<file path="src/rtl/cnn_pkg.sv">
// Shared CNN datapath types and helpers used by the conv and pooling stages.
// Pixels are signed fixed point; after ReLU they are compared as unsigned.
package cnn_pkg;

  localparam int DATA_WIDTH = 16;
  localparam int FRAC_BITS  = 12;

  typedef logic [DATA_WIDTH-1:0] pixel_t;

  function automatic pixel_t relu(input pixel_t x);
    return x[DATA_WIDTH-1] ? '0 : x;
  endfunction

  function automatic pixel_t max2(input pixel_t a, input pixel_t b);
    return (a > b) ? a : b;
  endfunction

endpackage

</file>
<file path="src/rtl/relu_maxpool_if.sv">
// Pixel stream from the conv layer into the pooling stage, and the pooled stream out.
interface relu_maxpool_if #(
  parameter int data_width = cnn_pkg::DATA_WIDTH
);

  logic [data_width-1:0] i_data;
  logic                  i_valid;
  logic                  i_end;
  logic [data_width-1:0] o_data;
  logic                  o_valid;
  logic                  o_end;
  logic                  o_frame_err;

  modport master (
    output i_data, i_valid, i_end,
    input  o_data, o_valid, o_end, o_frame_err
  );

  modport slave (
    input  i_data, i_valid, i_end,
    output o_data, o_valid, o_end, o_frame_err
  );

endinterface

</file>
<file path="src/rtl/relu_maxpool.sv">
// ReLU followed by 2x2 stride-2 max pooling on a raster-order pixel stream,
// using one hold register and one row buffer of partial (top-row) maxima.
module relu_maxpool
  import cnn_pkg::*;
#(
  parameter int in_size    = 7,
  parameter int data_width = DATA_WIDTH
) (
  input  logic           clk,
  input  logic           rst,
  relu_maxpool_if.slave  bus
);

  localparam int out_size = in_size / 2;
  localparam int pool_lim = 2 * out_size;
  // Extra counter bit so pool_lim itself is representable for even in_size.
  localparam int cw = $clog2(in_size + 1);
  localparam int iw = (out_size > 1) ? $clog2(out_size) : 1;

  logic [cw-1:0]         col;
  logic [cw-1:0]         row;
  logic [data_width-1:0] hold;
  logic [data_width-1:0] x;
  logic [data_width-1:0] pair_max;
  logic [data_width-1:0] rowbuf [out_size];
  logic [iw-1:0]         slot;
  logic                  col_last;
  logic                  row_last;
  logic                  early_end;
  logic                  in_pool;

  always_comb begin
    x         = relu(bus.i_data);
    pair_max  = max2(hold, x);
    slot      = iw'(col >> 1);
    col_last  = (col == cw'(in_size - 1));
    row_last  = (row == cw'(in_size - 1));
    early_end = bus.i_end && !(col_last && row_last);
    in_pool   = (col < cw'(pool_lim)) && (row < cw'(pool_lim));
  end

  always_ff @(posedge clk) begin
    if (rst) begin
      col             <= '0;
      row             <= '0;
      hold            <= '0;
      bus.o_data      <= '0;
      bus.o_valid     <= 1'b0;
      bus.o_end       <= 1'b0;
      bus.o_frame_err <= 1'b0;
    end else begin
      bus.o_valid     <= 1'b0;
      bus.o_end       <= 1'b0;
      bus.o_frame_err <= 1'b0;
      if (bus.i_valid) begin
        if (early_end) begin
          // A short frame resynchronises to (0,0) and drops this beat entirely.
          col             <= '0;
          row             <= '0;
          bus.o_frame_err <= 1'b1;
        end else begin
          if (col_last) begin
            col <= '0;
            row <= row_last ? '0 : row + 1'b1;
          end else begin
            col <= col + 1'b1;
          end
          if (in_pool) begin
            if (!col[0]) begin
              hold <= x;
            end else if (row[0]) begin
              bus.o_data  <= max2(rowbuf[slot], pair_max);
              bus.o_valid <= 1'b1;
              bus.o_end   <= (row == cw'(pool_lim - 1)) && (col == cw'(pool_lim - 1));
            end
          end
        end
      end
    end
  end

  // Row buffer carries the top-row pair maxima down to the odd row; never reset.
  always_ff @(posedge clk) begin
    if (!rst && bus.i_valid && !early_end && in_pool && col[0] && !row[0]) begin
      rowbuf[slot] <= pair_max;
    end
  end

endmodule
</file>
<file path="src/flat_wrapper.sv">
// flat-port wrapper written by rule: the top's interface ports become plain ports
module relu_maxpool_flat import cnn_pkg::*;
#(
  parameter int in_size    = 7,
  parameter int data_width = DATA_WIDTH
)
  (clk, rst, bus_i_data, bus_i_valid, bus_i_end, bus_o_data, bus_o_valid, bus_o_end, bus_o_frame_err);
  relu_maxpool_if #(.data_width(data_width)) bus_i ();
  input  logic clk;
  input  logic rst;
  input wire logic [$bits(bus_i.i_data)-1:0] bus_i_data;
  input wire logic [$bits(bus_i.i_valid)-1:0] bus_i_valid;
  input wire logic [$bits(bus_i.i_end)-1:0] bus_i_end;
  output wire logic [$bits(bus_i.o_data)-1:0] bus_o_data;
  output wire logic [$bits(bus_i.o_valid)-1:0] bus_o_valid;
  output wire logic [$bits(bus_i.o_end)-1:0] bus_o_end;
  output wire logic [$bits(bus_i.o_frame_err)-1:0] bus_o_frame_err;
  assign bus_i.i_data = bus_i_data;
  assign bus_i.i_valid = bus_i_valid;
  assign bus_i.i_end = bus_i_end;
  assign bus_o_data = bus_i.o_data;
  assign bus_o_valid = bus_i.o_valid;
  assign bus_o_end = bus_i.o_end;
  assign bus_o_frame_err = bus_i.o_frame_err;
  relu_maxpool #(.in_size(in_size), .data_width(data_width)) u_core (.clk(clk), .rst(rst), .bus(bus_i));
endmodule
</file>
<file path="config.mk">
export PLATFORM = sky130hd
export DESIGN_NAME = relu_maxpool_flat
export DESIGN_NICKNAME = d
export VERILOG_FILES = /design/src/rtl/cnn_pkg.sv /design/src/rtl/relu_maxpool_if.sv /design/src/rtl/relu_maxpool.sv /design/src/flat_wrapper.sv
export SDC_FILE = /design/constraint.sdc
export NUM_CORES = 1
export LEC_CHECK = 0
export ABC_AREA = 1
export BUFFER_PORTS_ARGS = -buffer_cell sky130_fd_sc_hd__buf_2
export CORE_ASPECT_RATIO = 0.8
export CORE_MARGIN = 1
export CORE_UTILIZATION = 25
export DETAILED_ROUTE_END_ITERATION = 12
export GPL_ROUTABILITY_DRIVEN = 1
export SYNTH_ARGS = -nofsm -noshare
export SYNTH_HDL_FRONTEND = slang
export SYNTH_SLANG_ARGS = --single-unit
</file>
<file path="constraint.sdc">
create_clock -name clk -period 4 [get_ports clk]
set_clock_uncertainty 0.1 [all_clocks]
set_input_delay 0.8 -clock clk [delete_from_list [all_inputs] [get_ports clk]]
set_output_delay 0.8 -clock clk [all_outputs]
set_load 0.05 [all_outputs]
</file>
==> parameters.txt, run 1 <==
Parameter                              Value

Status
  Status    finished clean

GRT
  Number of antenna violations at the first check in global routing    0
  GR Overflow Total    0
  Global-route wire length before repair    18200 um
  Pin count of the biggest net entering global routing    31
  All-Layer GR Usage    11.7%
  Number of global-route vias before repair    3535

Hold path
  Hold wc startpoint    u_core.row[2]
  Hold crit path type    reg2reg
  Number of cells traversed by the worst hold path    2

Setup path
  Count of buffering cells on the critical path with inverters included    6
  Source of the worst register-to-register timing path    u_core.hold[3]
  Crit end category    flop
  Critical path type    in2reg
  Number of cells on the critical path    26
  Worst reg-to-reg path cell count    22
  Most numerous cell on the critical path    nand2_1
  Worst path slowest cell    ha_1
  CP Data Required Time    4.13 ns
  Crit Path Max Fanout    9
  Arrival @ worst endpoint    3.82 ns
  Delay-heaviest family, CP    simple AND/OR/NAND/NOR gates
  Delay of the slowest critical-path stage    0.32 ns
  CP Launch Type    input pin
  Worst Setup SP    bus_i_data[15]

Routing
  Post-route DRC    0
  Total number of vias    3653
  Routed wirelength normalized by instance count    12.8 um
  Antenna-violating nets left    0
  Average vias per placed instance    4.24
  Iteration-0 DRC Markers    154
  Iteration count of the initial detailed-routing pass    4
  WL final    11100 um

Floorplan
  Core outline area    19100 um^2
  Number of placement rows    45
  Starting density of the core    25.6%
  Die W    158 um
  Die span in y    127 um
  Io pins    39
  Floorplan die area    20100 um^2

STA
  Final max-slew violation count    0
  Total negative slack for setup checks    0 ns
  Number of hold-slack violations in the final timing report    0
  Setup repair after global routing missed its margin    no
  Post-route worst setup slack    0.312 ns
  Transition time at the pin with the least slew margin    0.741 ns
  Final setup vio count    0
  Final Cycle Share    92.2%
  Minimum clock period    3.69 ns
  Max-Slew Margin vs Limit    50.5%
  Highest clock rate    271 MHz

Clocking
  Hold buffer count at cts    0
  Clock Sink Count    86
  Reg clk slew, reported paths    0.06 ns
  TritonCTS Buffers    9
  Number of buffers inserted by post-CTS setup repair    0
  CTS tree    built
  Insertion delay to the later sink of the worst-skew pair    0.34 ns
  Max Buffers Root-to-Sink    2
  Total number of H-tree levels    3
  Post-CTS sizing    0
  Root Buffer Master    clkbuf_16

Power
  VDD IR-drop max    0.234 mV
  Leakage    2.60 nW
  Power Dens Cells    428 nW/um^2
  Combinational Power Share    22.4%
  Switching power    0.717 mW
  Switching share of power    28.8%
  Clock share of power    38.0%
  Sequential share of power    39.6%
  Total internal power    1.78 mW

Finish
  Post-layout instance area    5830 um^2
  Final core occ    30.5%
  Area growth from synthesis to layout    19.1%
  Total inserted antenna cells    0
  Net count of the finished layout    650
  Share of cells above drive strength 1    30.5%
  Non-Filler Instances    862
  Fillers    1992

Place
  Routability congestion estimate    0.795
  Quantity of I/O buffers inserted on ports    37
  Placed Instance Area    5490 um^2
  Placed insts    847
  Detailed-placement wirelength estimate    8450 um
  Worst slack at placement    0.00449 ns

Synthesis
  Number of distinct library cells after synthesis    43
  Area of the mapped netlist    4890 um^2
  Dominant synthesized flop cell    edfxtp_1
  Count of flip-flops with a built-in enable after synthesis    45
  Async S/R FF share, synth    0%
  Part of the Yosys area used for sequential elements    44.4%
  Synth Net Count    594
  Mean Syn Cell Area    9.00 um^2
  Cell count after synthesis    544
  Warnings, synthesis    0
  Number of register bits inferred by synthesis    86

Run
  Maxcap violations    0
==> metal layers <==
metal,routed length (um),global-route usage [%],vias up
met5,0,0,-
met4,34,2.77,0
met3,581,2.88,2
met2,4780,17.6,70
met1,5680,16.8,1658
li1,-,-,1923
==> worst register-to-register path, stage by stage (launching register included) <==
cell,delay [ns]
dfxtp_1,0.33
ha_1,0.31
a21oi_1,0.20
nand2_1,0.08
nand2_1,0.07
nand2_1,0.07
nand2_2,0.08
nand2_4,0.08
buf_4,0.18
nand3_1,0.11
nand2_1,0.11
ha_1,0.32
a21oi_1,0.16
nor2_1,0.05
nor2_1,0.09
nand2_1,0.07
nand2_2,0.07
nand2_4,0.07
buf_4,0.17
nand3_1,0.08
nand2_1,0.07
inv_2,0.08
a21oi_2,0.05
==> cells in the final DEF, fill, tap and decap left out, drive strengths merged <==
cell	n
o2111ai	1
ha	30
edfxtp	45
a21o	2
nand2	116
inv	76
bufinv	3
and2	1
nand3	52
a31oi	1
o211a	1
o21ai	33
o211ai	1
a21oi	65
clkinv	3
nor3	5
a211oi	4
dfxtp	41
nand4	3
nor4	1
nor2	38
xor2	1
buf	69
nand3b	1
conb	1
o31ai	1
clkbuf	9
==> power by group through the flow <==
stage	clock network (mW)	registers (mW)	logic (mW)
finish	0.946	0.987	0.559
global route	1.00	0.989	0.634
CTS	0.964	0.987	0.562
detailed placement	0	1.01	0.558
global placement	0	1.01	0.554
floorplan	0	1.00	0.437
==> metrics by stage <==
step / power [mW] / hold slack [ns]
6_report: 2.49 / 0.382
5_1_grt: 2.62 / 0.420
4_1_cts: 2.51 / 0.386
3_5_place_dp: 1.56 / 0.373
3_3_place_gp: 1.56 / 0.380
2_1_floorplan: 1.44 / 0.358
==> final cells by class <==
cell class | count | area [um^2] | share of cell area [%]
Clock buffer | 9 | 225 | 3.86
Clock inverter | 6 | 111 | 1.91
Inverter | 76 | 285 | 4.89
Multi-Input combinational cell | 358 | 2250 | 38.6
Sequential cell | 86 | 2170 | 37.3
Tap cell | 258 | 323 | 5.54
Timing Repair Buffer | 69 | 463 | 7.94
==> kinds of logic after synthesis <==
kind of cell    Yosys count  share of synthesized area [%]
buf+inv                 100                           9.64
simple gates            217                           23.7
fa+ha+maj                30                           7.67
xor+xnor                  1                          0.179
compound gates          109                           14.4
other cells               1                         0.0766
flops                    86                           44.4
==> path summary, 6_finish.rpt <==
path	end	slack, ns
worst max register to register	u_core.bus.o_data[2]	0.88
worst max-delay path	u_core.bus.o_data[2]	0.31
worst min register to register	u_core.bus.o_end	0.38
worst min-delay path	u_core.bus.o_end	0.38
==> synthesized netlist by cell type, types with 2 or more instances <==
library cell | count | area (um^2)
a211oi_2 | 4 | 50.1
a21o_1 | 2 | 15.0
a21oi_1 | 39 | 195
a21oi_2 | 25 | 219
buf_2 | 4 | 20.0
buf_4 | 9 | 67.6
buf_6 | 4 | 45.0
clkbuf_1 | 4 | 15.0
dfxtp_1 | 41 | 821
edfxtp_1 | 45 | 1350
ha_1 | 30 | 375
inv_1 | 56 | 210
inv_2 | 20 | 75.1
nand2_1 | 99 | 372
nand2_2 | 13 | 81.3
nand2_4 | 4 | 45.0
nand3_1 | 29 | 145
nand3_2 | 22 | 220
nand4_1 | 2 | 12.5
nor2_1 | 32 | 120
nor2_2 | 3 | 18.8
nor2_4 | 3 | 33.8
nor3_1 | 3 | 15.0
nor3_4 | 2 | 32.5
o21ai_0 | 5 | 25.0
o21ai_1 | 27 | 135
==> registers in the layout, summed over array words and instances (netlist names), named ones only <==
signal / cells
u_core.col: 3
u_core.row: 3
u_core.hold: 15
u_core.bus.o_frame_err: 1
u_core.bus.o_data: 15
u_core.bus.o_valid: 1
u_core.rowbuf: 45
u_core.bus.o_end: 1
Note: power is estimated with default switching activity, not from simulation.
==> inputs of run 2 (changes only) <==
--- a/config.mk
+++ b/config.mk
@@ -12,6 +12,7 @@
 export CORE_UTILIZATION = 25
 export DETAILED_ROUTE_END_ITERATION = 12
 export GPL_ROUTABILITY_DRIVEN = 1
+export GPL_TIMING_DRIVEN = 0
 export SYNTH_ARGS = -nofsm -noshare
 export SYNTH_HDL_FRONTEND = slang
 export SYNTH_SLANG_ARGS = --single-unit
==> constraint.sdc (replaced) <==
create_clock -name clk -period 3.63 [get_ports clk]
set_clock_uncertainty 0.1 [all_clocks]
set_input_delay 0.726 -clock clk [delete_from_list [all_inputs] [get_ports clk]]
set_output_delay 0.726 -clock clk [all_outputs]
set_load 0.05 [all_outputs]
==> run 2 against run 1 <==
  * The run now ends with negative setup slack left
  * Hold slack improved by 0.039 ns
  * Clock power fell by 3.9%
  * Sequential power rose by 10%
  * First-iteration DRC count rose by 19%
  * Via count rose by 6.2%
  * Combinational power rose by 81%
  * Highest routed layer unchanged
==> parameters.txt, run 2 (same netlist as run 1, synthesis figures left out) <==
Parameter                              Value

Setup path
  Delay of the slowest critical-path stage    0.25 ns
  Worst reg-to-reg path cell count    22
  Crit end category    flop
  Most numerous cell on the critical path    nand2_1
  Crit Path Max Fanout    7
  Worst R2R Setup Slack    0.46 ns
  Worst path slowest cell    clkbuf_16
  CP Launch Type    input pin
  CP Data Required Time    3.82 ns
  Arrival @ worst endpoint    3.89 ns
  Critical path type    in2reg

GRT
  Global-route wire length before repair    19100 um
  GR Overflow Total    0
  Pin count of the biggest net entering global routing    17
  Number of global-route vias before repair    3680
  All-Layer GR Usage    12.5%
  Number of antenna violations at the first check in global routing    0

Floorplan
  Die span in y    127 um
  Core outline area    19100 um^2
  Floorplan die area    20100 um^2
  Die W    158 um
  Number of placement rows    45
  Starting density of the core    25.6%
  Io pins    39

Finish
  Final core occ    35.2%
  Non-Filler Instances    879
  Share of cells above drive strength 1    46.5%
  Largest regs    u_core.rowbuf x45, u_core.bus.o_data x15, u_core.hold x15
  Most flops, register    u_core.rowbuf
  Flip-flop count of the largest register, all copies and words added    45
  Net count of the finished layout    666
  Total inserted antenna cells    0
  Area growth from synthesis to layout    37.2%
  Leading cell type in the layout, fill and taps excluded    nand2_1
  Most frequent cells in the layout    nand2_1 (54), inv_1 (53), edfxtp_1 (45)

Routing
  Routed wirelength normalized by instance count    14.5 um
  Iteration-0 DRC Markers    184
  Post-route DRC    0
  Iteration count of the initial detailed-routing pass    4
  Average vias per placed instance    4.42
  Total number of vias    3881
  Antenna-violating nets left    0
  WL final    12700 um

STA
  Post-route worst setup slack    -0.0768 ns
  Number of hold-slack violations in the final timing report    0
  Max-Slew Margin vs Limit    40.6%
  Final setup vio count    15
  Transition time at the pin with the least slew margin    0.890 ns
  Final Cycle Share    102%
  Setup repair after global routing missed its margin    yes
  Minimum clock period    3.71 ns
  Highest clock rate    270 MHz
  Final max-slew violation count    0

Clocking
  TritonCTS Buffers    9
  Insertion delay to the later sink of the worst-skew pair    0.35 ns
  Max Buffers Root-to-Sink    2
  Total number of H-tree levels    3
  Clock Sink Count    86
  Root Buffer Master    clkbuf_16
  Hold buffer count at cts    0
  CTS tree    built
  Reg clk slew, reported paths    0.07 ns

Place
  Placed insts    839
  Quantity of I/O buffers inserted on ports    37
  Detailed-placement wirelength estimate    9020 um
  Routability congestion estimate    0.829

Power
  VDD IR-drop max    0.198 mV
  Power Dens Cells    448 nW/um^2
  Leakage    2.80 nW

Run
  Maxcap violations    0

Status
  Status    finished with violations
  Violated checks    negative setup slack

Hold path
  Hold crit path type    reg2reg
  Number of cells traversed by the worst hold path    2
==> run 2: cell count changes in the layout (fill, tap and decap cells not counted), sizes merged <==
| cell | delta |
|---|---|
| bufinv | -3 |
| buf | +7 |
| clkinvlp | +1 |
| clkbuf | +10 |
| inv | +2 |
==> run 2: where the power goes <==
group	switching, mW	internal (mW)
Sequential	0.0165	1.07
Clock	0.415	0.494
Combinational	0.559	0.451
Total	0.991	2.02
==> run 2: per-stage QoR <==
| step | area (um^2) | hold slack, ns | setup TNS (ns) | worst slack [ns] | total power, mW |
|---|---|---|---|---|---|
| after floorplan | 4900 | 0.358 | 0 | 0.0331 | 1.59 |
| after global placement | 5410 | 0.391 | -10.73 | -0.774 | 1.72 |
| after detailed placement | 5410 | 0.401 | -10.91 | -0.784 | 1.73 |
| after CTS | 5820 | 0.417 | -1.25 | -0.106 | 2.68 |
| after global routing | 6710 | 0.447 | -3.36 | -0.262 | 3.16 |
| final | 6710 | 0.421 | -0.820 | -0.0768 | 3.01 |
==> run 2: routing by layer <==
layer	up-vias	track usage [%]	share of wire (%)
met1	1810	19.0	52
met2	92	17.4	40
met5	-	0	0
li1	1970	-	-
met4	0	2.94	1.1
met3	9	3.26	6.2
==> run 2: area by class of cell <==
cell class / count / area [um^2]
Buffer: 24 / 223
Inverter: 76 / 292
Clock inverter: 6 / 52.6
Clock buffer: 10 / 239
Sequential cell: 86 / 2170
Tap cell: 258 / 323
Multi-Input combinational cell: 358 / 2930
Fill cell: 1914 / 12400
Timing Repair Buffer: 61 / 488
==> run 2: repair_timing <==
action	CTS	global route
gates resized for setup	11	122
endpoints found under the setup margin	15	15
endpoints found under the hold margin	0	0
buffers inserted	4	15
gates cloned	0	5
pin swaps	7	30
==> run 2: worst max-delay path, delay by kind of cell <==
family | cells | cell delay (ns)
adders and majority gates | 2 | 0.36
AOI/OAI and AO/OA | 4 | 0.63
and+or+nand+nor | 15 | 1.23
buffers and inverters | 7 | 0.92
==> run 2: worst paths after layout <==
path	startpoint	to
min	u_core.row[2]	u_core.bus.o_end
min reg2reg	u_core.row[2]	u_core.bus.o_end
max reg2reg	u_core.hold[3]	u_core.bus.o_data[11]
max	bus_i_data[15]	u_core.bus.o_data[11]
